File: src/rtl/input_layer_buf.sv
// -----------------------------------------------------------------------------
// input_layer_buf
//   Input layer stage of the DNN datapath. Captures N_CH signed activations per
//   transfer into a DEPTH-entry vector FIFO and presents them to the first
//   hidden layer, so that stalls in layer 1 do not back up the stimulus source.
//   out_data reads as zero whenever no valid vector is presented.
//
// Optional feature (compile-time macro INPUT_LAYER_CLAMP_EN):
//   defined   -> each channel is saturated to [CLAMP_LO, CLAMP_HI] on write
//   undefined -> data is stored unmodified; CLAMP_LO/CLAMP_HI are unused
//
// Ports:
//   clk        system clock, all logic on rising edge
//   rst_n      asynchronous active-low reset (discards all stored vectors)
//   flush      synchronous clear of FIFO contents (wins over push/pop)
//   in_valid   source presents a vector
//   in_ready   a vector can be accepted this cycle (count < DEPTH)
//   in_data    packed signed activations, channel k at [k*DATA_W +: DATA_W]
//   out_valid  head vector is available (count != 0)
//   out_ready  downstream accepts the head vector
//   out_data   head vector, same packing; all zeros when out_valid = 0
//   count      current occupancy in vectors
//   overflow   sticky flag: in_valid seen while in_ready = 0 (cleared by rst_n)
//
// Handshake: a transfer happens on a rising edge where valid and ready are both
//   high. ready never depends on valid on either side, so there is no
//   combinational loop; the source must hold valid/data until it sees ready.
// -----------------------------------------------------------------------------
module input_layer_buf #(
   parameter int N_CH     = 4,
   parameter int DATA_W   = 5,
   parameter int DEPTH    = 4,
   parameter int CLAMP_LO = -8,
   parameter int CLAMP_HI = 7
) (
   input  logic                             clk,
   input  logic                             rst_n,
   input  logic                             flush,
   input  logic                             in_valid,
   output logic                             in_ready,
   input  logic [N_CH*DATA_W-1:0]           in_data,
   output logic                             out_valid,
   input  logic                             out_ready,
   output logic [N_CH*DATA_W-1:0]           out_data,
   output logic [$clog2(DEPTH+1)-1:0]       count,
   output logic                             overflow
);

   localparam int VEC_W = N_CH * DATA_W;
   localparam int CNT_W = $clog2(DEPTH + 1);
   localparam int PTR_W = $clog2(DEPTH);

   localparam logic [CNT_W-1:0] DEPTH_C  = CNT_W'(DEPTH);
   localparam logic [CNT_W-1:0] CNT_ONE  = CNT_W'(1);
   localparam logic [PTR_W-1:0] LAST_PTR = PTR_W'(DEPTH - 1);
   localparam logic [PTR_W-1:0] PTR_ONE  = PTR_W'(1);

   logic [VEC_W-1:0] mem [DEPTH];
   logic [PTR_W-1:0] wr_ptr;
   logic [PTR_W-1:0] rd_ptr;
   logic [VEC_W-1:0] wr_data;
   logic             push;
   logic             pop;

   // Explicit wrap compare keeps non-power-of-two depths correct.
   function automatic logic [PTR_W-1:0] next_ptr(input logic [PTR_W-1:0] p);
      return (p == LAST_PTR) ? '0 : p + PTR_ONE;
   endfunction

   // Handshake decode. Both readiness terms come from registered count only,
   // so a full FIFO refuses input even while it is being drained.
   always_comb begin
      in_ready  = (count < DEPTH_C);
      out_valid = (count != '0);
      push      = in_valid & in_ready;
      pop       = out_valid & out_ready;
      out_data  = out_valid ? mem[rd_ptr] : '0;
   end

`ifdef INPUT_LAYER_CLAMP_EN
   localparam logic signed [DATA_W-1:0] LO_C = DATA_W'(CLAMP_LO);
   localparam logic signed [DATA_W-1:0] HI_C = DATA_W'(CLAMP_HI);

   logic signed [DATA_W-1:0] ch;

   // Per-channel saturation applied in front of the storage write port,
   // so clamping costs no extra cycle.
   always_comb begin
      wr_data = in_data;
      ch      = '0;
      for (int k = 0; k < N_CH; k++) begin
         ch = in_data[k*DATA_W +: DATA_W];
         if (ch < LO_C)
            wr_data[k*DATA_W +: DATA_W] = LO_C;
         else if (ch > HI_C)
            wr_data[k*DATA_W +: DATA_W] = HI_C;
      end
   end
`else
   always_comb begin
      wr_data = in_data;
   end
`endif

   // Storage has no reset; only the pointers and count define what is valid.
   always_ff @(posedge clk) begin
      if (push && !flush)
         mem[wr_ptr] <= wr_data;
   end

   always_ff @(posedge clk or negedge rst_n) begin
      if (!rst_n) begin
         wr_ptr <= '0;
         rd_ptr <= '0;
         count  <= '0;
      end else if (flush) begin
         wr_ptr <= '0;
         rd_ptr <= '0;
         count  <= '0;
      end else begin
         if (push)
            wr_ptr <= next_ptr(wr_ptr);
         if (pop)
            rd_ptr <= next_ptr(rd_ptr);
         if (push && !pop)
            count <= count + CNT_ONE;
         else if (pop && !push)
            count <= count - CNT_ONE;
      end
   end

   // Sticky drop indicator; flush deliberately leaves it alone.
   always_ff @(posedge clk or negedge rst_n) begin
      if (!rst_n)
         overflow <= 1'b0;
      else if (in_valid && !in_ready)
         overflow <= 1'b1;
   end

endmodule
File: config.mk
export PLATFORM = sky130hd
export DESIGN_NAME = input_layer_buf
export DESIGN_NICKNAME = d
export VERILOG_FILES = /design/src/rtl/input_layer_buf.sv
export SDC_FILE = /design/constraint.sdc
export NUM_CORES = 1
export LEC_CHECK = 0
export CORE_MARGIN = 2
export CORE_UTILIZATION = 54
export DETAILED_ROUTE_END_ITERATION = 6
export GPL_TIMING_DRIVEN = 0
export PLACE_DENSITY = 0.79
export SKIP_LAST_GASP = 1
export SLEW_MARGIN = 10
export SYNTH_ARGS = -nofsm -noshare
export SYNTH_HDL_FRONTEND = slang
export SYNTH_SLANG_ARGS = --single-unit
export TNS_END_PERCENT = 10
File: constraint.sdc
create_clock -name clk -period 2.6 [get_ports clk]
set_clock_uncertainty 0.1 [all_clocks]
set_input_delay 0.26 -clock clk [delete_from_list [all_inputs] [get_ports clk]]
set_output_delay 0.26 -clock clk [all_outputs]
set_load 0.03 [all_outputs]
==> results.yml, run 1 <==
layout:
  mostFrequentLayoutCells: "80 x edfxtp_1, 46 x clkdlybuf4s50_1, 24 x and2_1"
  final_common_cell: "edfxtp_1"
  fin_nets: 279
  area_growth_pct: 20.9
  drive_above_1_share_pct: 18.7
  n_antenna_cell: 0
global_routing:
  track_usage_pct: 17.7
  grt_pass1_wl_mm: 9.49
  antenna_found_initial: 0
  grt_pass1_vias: 1901
  grt_max_degree: 21
  grt.overflow.total: 0
setup_path:
  crit_family: "buffers and inverters"
  ff2ff_path_depth: 6
  cp-end-kind: "output port"
  rrSetupSlack_ns: 0.25
  max_stage_delay_ns: 0.58
  start_kind: "flip-flop"
  path_buf_inv: 2
  cp_max_fo: 10
  worst-path-stages: 4
  cp-endpoint: "out_data[9]"
  crit_type: "flip-flop to output port"
  arrival_ns: 2.31
  setup.worst_path.start: "rd_ptr[0]$_DFFE_PN0P_"
  r2r-start: "count[0]$_DFFE_PN0P_"
  slowest_stage: "clkdlybuf4s50_1"
  path_cells: "buf_6 > mux4_2 > and2_1 > clkdlybuf4s50_1"
  required_ns: 2.24
  reg2reg_to: "count[1]$_DFFE_PN0P_"
drt:
  viasPerCell: 5.54
  vias: 1823
  ant_nets: 0
  first_pass_iters: 7
  drt_iter0_markers: 124
  drt_wl_total_mm: 5.96
  wire_per_inst_um: 18.1
  route.detailed.drc: 3
power_and_ir_drop:
  finalPower_w: 0.00422
  p_comb_share_pct: 40.4
  p_clk_share_pct: 18.6
  power_density_nw_per_um2: 968
  leakage_nw: 1.47
  sw_frac_of_total_pct: 34.2
  ir_drop_v: 0.000707
  p_int_w: 0.00278
  power.switching_w: 0.00144
  seqPwrFrac_pct: 41.0
timing:
  worst_pin_slew_ns: 1.08
  final.min_clock_period_ns: 2.67
  rsz0062_at_grt: "yes"
  relSlewSlack_pct: 27.9
  hold_viol_final: 0
  max_freq_ghz: 0.374
  setup_violations: 16
  finalCritPeriodShare_pct: 103
  worst_slack_ns: -0.0749
  slew_violations: 0
place:
  preCtsSetupSlack_ns: 0.0253
  hpwl_mm: 3.82
  port_buffers: 48
  gp_congestion: 0.766
floorplanning:
  io_pins: 51
  die_width_um: 85.8
  start_util_pct: 56.2
  die_area_um2: 7360
  coreArea_um2: 6420
  die_height_um: 85.8
  rows: 29
job:
  maxCapViolCount: 0
synth:
  synth_seq_cells: 88
  yosysWarnings: 0
  synth.distinct_cells: 32
  syn_area_um2: 3610
  syn_nets: 219
  synthCells: 188
  avgSynthCellArea_um2: 19.2
  ys_seq_area_share_pct: 72.1
clock_tree:
  root_buffer: "clkbuf_8"
  ctsLongestPathBuffers: 2
  clkLatencyLatePin_ns: 0.34
  clk_pin_slew_ns: 0.08
  cts_buffers: 9
  htreeDepth: 3
  cts_sinks: 88
  cts_tree: "yes"
hold_path:
  min_path_type: "input pin to async pin"
run_status:
  violations: "design-rule violations, negative setup slack"
  status: "finished with violations"
-- worst reg2reg max path, cell delays in order (launching register included) --
cell,delay [ns]
dfrtp_1,0.45
or3_4,0.44
clkbuf_2,0.23
a21oi_1,0.22
fa_1,0.44
a2bb2oi_1,0.17
a311oi_2,0.23
-- how the worst min path moves through the flow --
stage | slack [ns] | start | depth (start not counted) | endpoint
global route | 0.12 | rst_n | 1 | count[0]$_DFFE_PN0P_
CTS | 0.10 | rst_n | 1 | count[1]$_DFFE_PN0P_
detailed placement | 0.34 | overflow$_DFFE_PN0P_ | 1 | overflow$_DFFE_PN0P_
floorplan | -0.14 | rst_n | 0 | count[0]$_DFFE_PN0P_
finish | 0.10 | rst_n | 1 | count[0]$_DFFE_PN0P_
global placement | 0.34 | overflow$_DFFE_PN0P_ | 1 | overflow$_DFFE_PN0P_
-- cell usage after synthesis, drive strengths merged --
| cell | instances | area share, % |
|---|---|---|
| a2bb2oi | 1 | 0.24 |
| nand3 | 2 | 0.28 |
| o21ai | 2 | 0.28 |
| inv | 5 | 0.52 |
| nand2b | 2 | 0.35 |
| edfxtp | 80 | 67 |
| xnor2 | 2 | 0.49 |
| mux2 | 1 | 0.31 |
| nor2 | 7 | 0.73 |
| a21o | 1 | 0.21 |
| clkbuf | 3 | 0.31 |
| and2 | 24 | 4.2 |
| a221o | 1 | 0.28 |
| dfrtp | 8 | 5.5 |
| ha | 5 | 1.7 |
| mux2i | 1 | 0.28 |
| a211oi | 1 | 0.21 |
| a21oi | 5 | 0.69 |
| or3 | 2 | 0.49 |
| fa | 1 | 0.55 |
| nor2b | 1 | 0.17 |
| a311oi | 2 | 0.83 |
| nand2 | 5 | 0.73 |
| mux4 | 20 | 13 |
| buf | 6 | 1.4 |
-- through the flow --
stage / hold slack, ns / std cells / setup TNS [ns] / utilization [%] / cell area, um^2
floorplan: -0.136 / 188 / 0 / - / 3610
global placement: 0.338 / 313 / 0 / 65.2 / 4190
detailed placement: 0.343 / 313 / 0 / 65.2 / 4190
CTS: 0.101 / 329 / -1.40 / 67.9 / 4360
global route: 0.121 / 329 / -2.19 / 68.0 / 4370
finish: 0.100 / 329 / -0.808 / 68.0 / 4370
-- kinds of logic (layout without fill, tap and decap cells) --
logic type | Yosys count | count (layout) | synth area share (%)
flops | 88 | 88 | 72.1
simple gates | 43 | 43 | 6.90
compound gates | 13 | 13 | 2.74
mux | 22 | 22 | 13.3
xor+xnor | 2 | 2 | 0.485
buf+inv | 14 | 78 | 2.25
fa+ha+maj | 6 | 6 | 2.29
-- metal layers --
layer	vias to the layer above	routed length (um)	global-route usage [%]
li1	848	-	-
met1	925	2630	22.4
met2	39	3050	30.0
met3	11	183	3.37
met4	0	97	7.79
met5	-	0	0
-- area by class of cell --
cell class | count | area (um^2)
clock buffers | 10 | 128
fillers | 433 | 2060
flip-flops and latches | 88 | 2600
multi-input cells | 86 | 927
repair buffers | 49 | 492
plain buffers | 9 | 66.3
clock inverters | 5 | 35.0
inverters | 5 | 18.8
well taps | 77 | 96.3
-- sequential cells by signal (all words and copies together), names as in the netlist --
name,count
rd_ptr,2
wr_ptr,2
mem,80
count,3
overflow,1
-- power by group through the flow --
stage / clock network [W] / registers, W / logic, W
6_report: 0.000785 / 0.00173 / 0.00171
5_1_grt: 0.000861 / 0.00175 / 0.00182
4_1_cts: 0.000801 / 0.00173 / 0.00173
3_5_place_dp: 0 / 0.00177 / 0.00173
3_3_place_gp: 0 / 0.00176 / 0.00170
2_1_floorplan: 0 / 0.00179 / 0.00107
-- repair_timing --
action                                 CTS  global route
pin swaps                                0             0
hold buffers                             1             0
resized for setup                        3             3
endpoints found under the hold margin    3             0
setup buffers                            0             0
setup endpoints to repair               19            18
(Power assumes the default switching activity.)
==> run 2: changes to the inputs <==
CTS_CLUSTER_SIZE = 20   (was not set)
==> results of run 2 <==
Final layout, timing and power as in run 1 (identical DEF).
